<file path="src/rtl/dmem_access_ctrl.sv">
// dmem_access_ctrl: memory-stage load/store sequencer with lane formatting, misalignment and bus-timeout detection
module dmem_access_ctrl #(
  parameter int TIMEOUT = 255
) (
  input  logic        clk_i,
  input  logic        rst_i,
  input  logic        mem_read_i,
  input  logic        mem_write_i,
  input  logic [2:0]  funct3_i,
  input  logic [31:0] addr_i,
  input  logic [31:0] wdata_i,
  output logic        stall_o,
  output logic        done_o,
  output logic [31:0] rdata_o,
  output logic        misaligned_o,
  output logic        err_o,
  output logic        dmem_req_o,
  output logic        dmem_we_o,
  output logic [31:0] dmem_addr_o,
  output logic [3:0]  dmem_be_o,
  output logic [31:0] dmem_wdata_o,
  input  logic        dmem_gnt_i,
  input  logic        dmem_rvalid_i,
  input  logic [31:0] dmem_rdata_i
);
  localparam int CW = $clog2(TIMEOUT + 1);
  typedef enum logic [1:0] {IDLE, REQ, WAIT, DONE} state_t;
  state_t state_q, state_d;
  logic [CW-1:0] cnt_q, cnt_d;
  logic we_q, we_d, mis_q, mis_d, err_q, err_d;
  logic [31:0] addr_q, addr_d, wdata_q, wdata_d, rdata_q, rdata_d;
  logic [3:0] be_q, be_d;
  logic [2:0] f3_q, f3_d;
  logic [1:0] sel_q, sel_d;
  logic acc, legal, mis, tout;
  logic [7:0] byte_v;
  logic [15:0] half_v;
  logic [31:0] load_v;
  assign acc = mem_read_i | mem_write_i;
  assign legal = mem_write_i ? funct3_i inside {3'b000, 3'b001, 3'b010}
                             : funct3_i inside {3'b000, 3'b001, 3'b010, 3'b100, 3'b101};
  assign mis = (funct3_i[1:0] == 2'b01 && addr_i[0]) || (funct3_i == 3'b010 && addr_i[1:0] != 2'b00);
  assign tout = cnt_q >= CW'(TIMEOUT - 1);
  assign byte_v = dmem_rdata_i[{sel_q, 3'b000} +: 8];
  assign half_v = sel_q[1] ? dmem_rdata_i[31:16] : dmem_rdata_i[15:0];
  assign load_v = f3_q == 3'b000 ? {{24{byte_v[7]}}, byte_v} :
                  f3_q == 3'b100 ? {24'd0, byte_v} :
                  f3_q == 3'b001 ? {{16{half_v[15]}}, half_v} :
                  f3_q == 3'b101 ? {16'd0, half_v} : dmem_rdata_i;
  always_comb begin
    state_d = state_q;
    cnt_d = cnt_q;
    we_d = we_q;
    mis_d = mis_q;
    err_d = err_q;
    addr_d = addr_q;
    wdata_d = wdata_q;
    rdata_d = rdata_q;
    be_d = be_q;
    f3_d = f3_q;
    sel_d = sel_q;
    case (state_q)
      IDLE: begin
        if (acc && (!legal || mis)) begin
          state_d = DONE;
          mis_d = 1'b1;
          err_d = 1'b0;
        end else if (acc) begin
          state_d = REQ;
          mis_d = 1'b0;
          err_d = 1'b0;
          cnt_d = '0;
          we_d = mem_write_i;
          addr_d = {addr_i[31:2], 2'b00};
          sel_d = addr_i[1:0];
          f3_d = funct3_i;
          be_d = !mem_write_i ? 4'b1111 :
                 funct3_i == 3'b000 ? 4'b0001 << addr_i[1:0] :
                 funct3_i == 3'b001 ? (addr_i[1] ? 4'b1100 : 4'b0011) : 4'b1111;
          wdata_d = funct3_i == 3'b000 ? {4{wdata_i[7:0]}} :
                    funct3_i == 3'b001 ? {2{wdata_i[15:0]}} : wdata_i;
        end
      end
      REQ: begin
        cnt_d = cnt_q + 1'b1;
        if (dmem_gnt_i) begin
          state_d = WAIT;
        end else if (tout) begin
          state_d = DONE;
          err_d = 1'b1;
        end
      end
      WAIT: begin
        cnt_d = cnt_q + 1'b1;
        if (dmem_rvalid_i) begin
          state_d = DONE;
          rdata_d = we_q ? rdata_q : load_v;
        end else if (tout) begin
          state_d = DONE;
          err_d = 1'b1;
        end
      end
      DONE: state_d = IDLE;
      default: state_d = IDLE;
    endcase
  end
  always_ff @(posedge clk_i) begin
    if (rst_i) begin
      state_q <= IDLE;
      cnt_q <= '0;
      we_q <= 1'b0;
      mis_q <= 1'b0;
      err_q <= 1'b0;
      addr_q <= '0;
      wdata_q <= '0;
      rdata_q <= '0;
      be_q <= '0;
      f3_q <= '0;
      sel_q <= '0;
    end else begin
      state_q <= state_d;
      cnt_q <= cnt_d;
      we_q <= we_d;
      mis_q <= mis_d;
      err_q <= err_d;
      addr_q <= addr_d;
      wdata_q <= wdata_d;
      rdata_q <= rdata_d;
      be_q <= be_d;
      f3_q <= f3_d;
      sel_q <= sel_d;
    end
  end
  assign stall_o = state_q == REQ || state_q == WAIT || (state_q == IDLE && acc);
  assign done_o = state_q == DONE;
  assign misaligned_o = state_q == DONE && mis_q;
  assign err_o = state_q == DONE && err_q;
  assign dmem_req_o = state_q == REQ;
  assign dmem_we_o = we_q;
  assign dmem_addr_o = addr_q;
  assign dmem_be_o = be_q;
  assign dmem_wdata_o = wdata_q;
  assign rdata_o = rdata_q;
endmodule

</file>
<file path="config.mk">
export PLATFORM = sky130hd
export DESIGN_NAME = dmem_access_ctrl
export DESIGN_NICKNAME = d
export VERILOG_FILES = /design/src/rtl/dmem_access_ctrl.sv
export SDC_FILE = /design/constraint.sdc
export NUM_CORES = 1
export LEC_CHECK = 0
export ABC_AREA = 1
export BUFFER_PORTS_ARGS = -buffer_cell sky130_fd_sc_hd__buf_4
export CAP_MARGIN = 10
export CELL_PAD_IN_SITES_DETAIL_PLACEMENT = 1
export CELL_PAD_IN_SITES_GLOBAL_PLACEMENT = 1
export CORE_UTILIZATION = 36
export CTS_CLUSTER_DIAMETER = 40
export DETAILED_ROUTE_END_ITERATION = 7
export PLACE_DENSITY = 0.88
export SLEW_MARGIN = 20
export SYNTH_ARGS = -nofsm -noshare
export SYNTH_HDL_FRONTEND = slang
export SYNTH_SLANG_ARGS = --single-unit
</file>
<file path="constraint.sdc">
create_clock -name clk_i -period 4.06 [get_ports clk_i]
set_clock_uncertainty 0.15 [all_clocks]
set_input_delay 0.203 -clock clk_i [delete_from_list [all_inputs] [get_ports clk_i]]
set_output_delay 0.203 -clock clk_i [all_outputs]
set_load 0.05 [all_outputs]
</file>
==> out/qor.yml <==
nets: 1203
routed_via_density: 5.177
start_util_pct: 36.77
crit_path_max_fanout: 41
fp.dieH_um: 126.6
grt_setup_unrepaired: "no"
async_flop_share_pct: 0
ant_nets: 0
synthCells: 852
pwr-share-comb_pct: 30.2
setup_slack_ps: 1185
ir_worst_vdd_mv: 0.3072
die_x_um: 126.6
r2r.worst_path.cells: 9
switching_share_pct: 36.95
final_hold_viol_count: 0
hold_class: "in2reg"
grt_max_degree: 78
p_sw_mw: 1.547
n_antenna_cell: 0
grt_pass1_vias: 7052
finalWirelength_um: 23000
synth_top_area_share_pct: 41.54
final_design_area_no_fill_mm2: 0.008377
cp_slowest_cell: "nor2_4"
cts.clk_slew.worst_paths_ps: 60
rows: 45
r2r_start: "state_q[0]"
syn_to_final_growth_pct: 49.84
finalSetupTns_ps: 0
drt_iter0_markers: 333
setup.worst_path.end: "dmem_wdata_o[18]"
cts_made_buffers: 17
vias: 6689
cap_violations: 0
htreeDepth: 4
cts-root-buf: "clkbuf_16"
power_frac_seq_pct: 32.0
power_mw: 4.186
end_kind: "flop"
synthTopCellsByArea: "dfxtp_1 (42%), nand2_1 (13%), a21oi_1 (9.5%)"
tightest_slew_ps: 1021
run_status: "finished, final reports clean"
yosysMostFrequentCell: "nand2_1"
r2r-end: "dmem_wdata_o[18]"
clkSinkCount: 116
synth_flop_cell: "dfxtp_1"
max_stage_delay_ps: 740
fillers: 1914
cts_tree: "done"
wl_per_cell_um: 17.80
critPathLaunchType: "flop"
cpMostUsedCell: "inv_1"
yosysSeqAreaShare_pct: 41.54
syn_area_per_cell_um2: 6.561
antenna_found_initial: 0
seqCellArea_mm2: 0.002322
max_slew_margin_pct: 31.54
core_mm2: 0.01520
gp_congestion: 0.8283
min_period_ps: 2875
crit_start: "state_q[0]"
io_pins: 211
ys_ff_latch: 116
pre_cts_ws_ps: 1379
clock_latency_ps: 420
portBuffers: 208
synth_edf_count: 0
drive_gt1_share_pct: 23.73
cp.required_ps: 4240
cts_setup_buffers: 0
internal_power_mw: 2.639
worstSetupPathType: "reg2reg"
drc: 0
powerDensity_mw_per_mm2: 499.8
period_share_pct: 70.82
slew_violations: 0
synth_top_area_cell: "dfxtp_1"
grt_usage_pct: 29.26
arrival_ps: 3050
grt_pass1_wl_um: 36670
multiInputGateArea_mm2: 0.002778
synth_area_mm2: 0.005590
ys_warn_count: 0
p_leak_nw: 3.972
fin_util_pct: 55.10
placed_area_mm2: 0.007216
firstDrtPassIters: 5
synthTopCellsByCount: "nand2_1 (201), nor2_1 (132), dfxtp_1 (116)"
fmax_ghz: 0.3478
synth_cell_types: 27
dieArea_mm2: 0.01603
p_clk_share_pct: 37.7
r2r_setup_slack_ps: 1180
grt_overflow: 0
path_cells: "inv_1 -> ha_1 -> inv_1 -> nor2_2 -> inv_1 -> nor2_4 -> buf_4 -> o21ai_1 -> a21oi_1"
clockBufferDepth: 2
hpwl_um: 13830
setup_violations: 0
[power groups by stage]
stage	Combinational (mW)	Sequential (mW)	Clock, mW
floorplan	0.484	1.67	0
global placement	1.17	1.35	0
detailed placement	1.19	1.36	0
CTS	1.24	1.34	1.58
global route	1.36	1.35	1.64
finish	1.26	1.34	1.58
[routing by layer]
metal	track usage, %	routed length [um]	vias up
li1	-	-	3212
met2	51.38	11230	266
met3	8.309	1636	66
met1	32.51	9319	3145
met5	0	0	-
met4	14.17	812	0
[cells by family after synthesis]
| kind of cell | Yosys count | synth area share [%] |
|---|---|---|
| buf+inv | 123 | 8.885 |
| simple gates | 380 | 27.28 |
| xor+xnor | 1 | 0.1567 |
| other cells | 1 | 0.06708 |
| flops | 116 | 41.54 |
| compound gates | 224 | 20.50 |
| fa+ha+maj | 7 | 1.567 |
[layout by cell type (no fill, tap or decap)]
cell and count:
buf_4 213, nand2_1 201, nor2_1 131, dfxtp_1 116
a21oi_1 106, o21ai_0 92, inv_1 70, dlygate4sd3_1 54
nand3_1 26, clkbuf_16 17, o21ai_1 15, o211ai_1 9
ha_1 7, clkinv_4 7, nor2_2 6, or2_2 6
nor3b_1 5, clkinvlp_4 4, clkinv_1 3, bufinv_16 3
a31oi_1 2, inv_2 2, conb_1 2, nand3_2 1
nor2_4 1, nand4_1 1, nand2_2 1, xor2_1 1
nor3_1 1, clkbuf_8 1
[sequential cells by signal, summed over array words and instances (netlist names), 2 cells and up]
name / flops
dmem_wdata_o: 32
f3_q: 3
state_q: 2
sel_q: 2
rdata_o: 32
dmem_addr_o: 30
dmem_be_o: 4
cnt_q: 8
[layout make-up]
| cell class | count | area share (%) |
|---|---|---|
| repair buffers | 267 | 25.54 |
| inverters | 75 | 3.361 |
| multi-input cells | 614 | 33.16 |
| clock inverters | 14 | 2.166 |
| well taps | 188 | 2.808 |
| flip-flops and latches | 116 | 27.72 |
| clock buffers | 18 | 5.243 |
[through the flow]
stage	instances	hold WS (ps)
CTS	1292	2.431
global route	1292	26.55
global placement	1206	302.6
floorplan	853	196.4
finish	1292	12.10
detailed placement	1206	305.9
[worst max-delay path, delay by kind of cell (launching register included)]
kind,cells,cell delay [ps]
fa+ha+maj,1,210
flops,1,330
buf+inv,4,730
simple gates,2,940
compound gates,2,400
[timing repair]
action                    in CTS  in global routing
gates resized for setup        0                  0
hold endpoints to repair      55                  0
hold buffers                  54                  0
[worst min-delay path by stage]
stage,start,end,slack [ps],cells after the start
global placement,dmem_wdata_o[3],dmem_wdata_o[3],300,2
detailed placement,dmem_addr_o[8],dmem_addr_o[8],310,2
floorplan,addr_i[15],dmem_addr_o[15],200,2
finish,dmem_gnt_i,state_q[0],10,4
CTS,wdata_i[15],dmem_wdata_o[15],2,4
global route,wdata_i[25],dmem_wdata_o[25],30,4
Note: power is estimated with default switching activity, not from simulation.
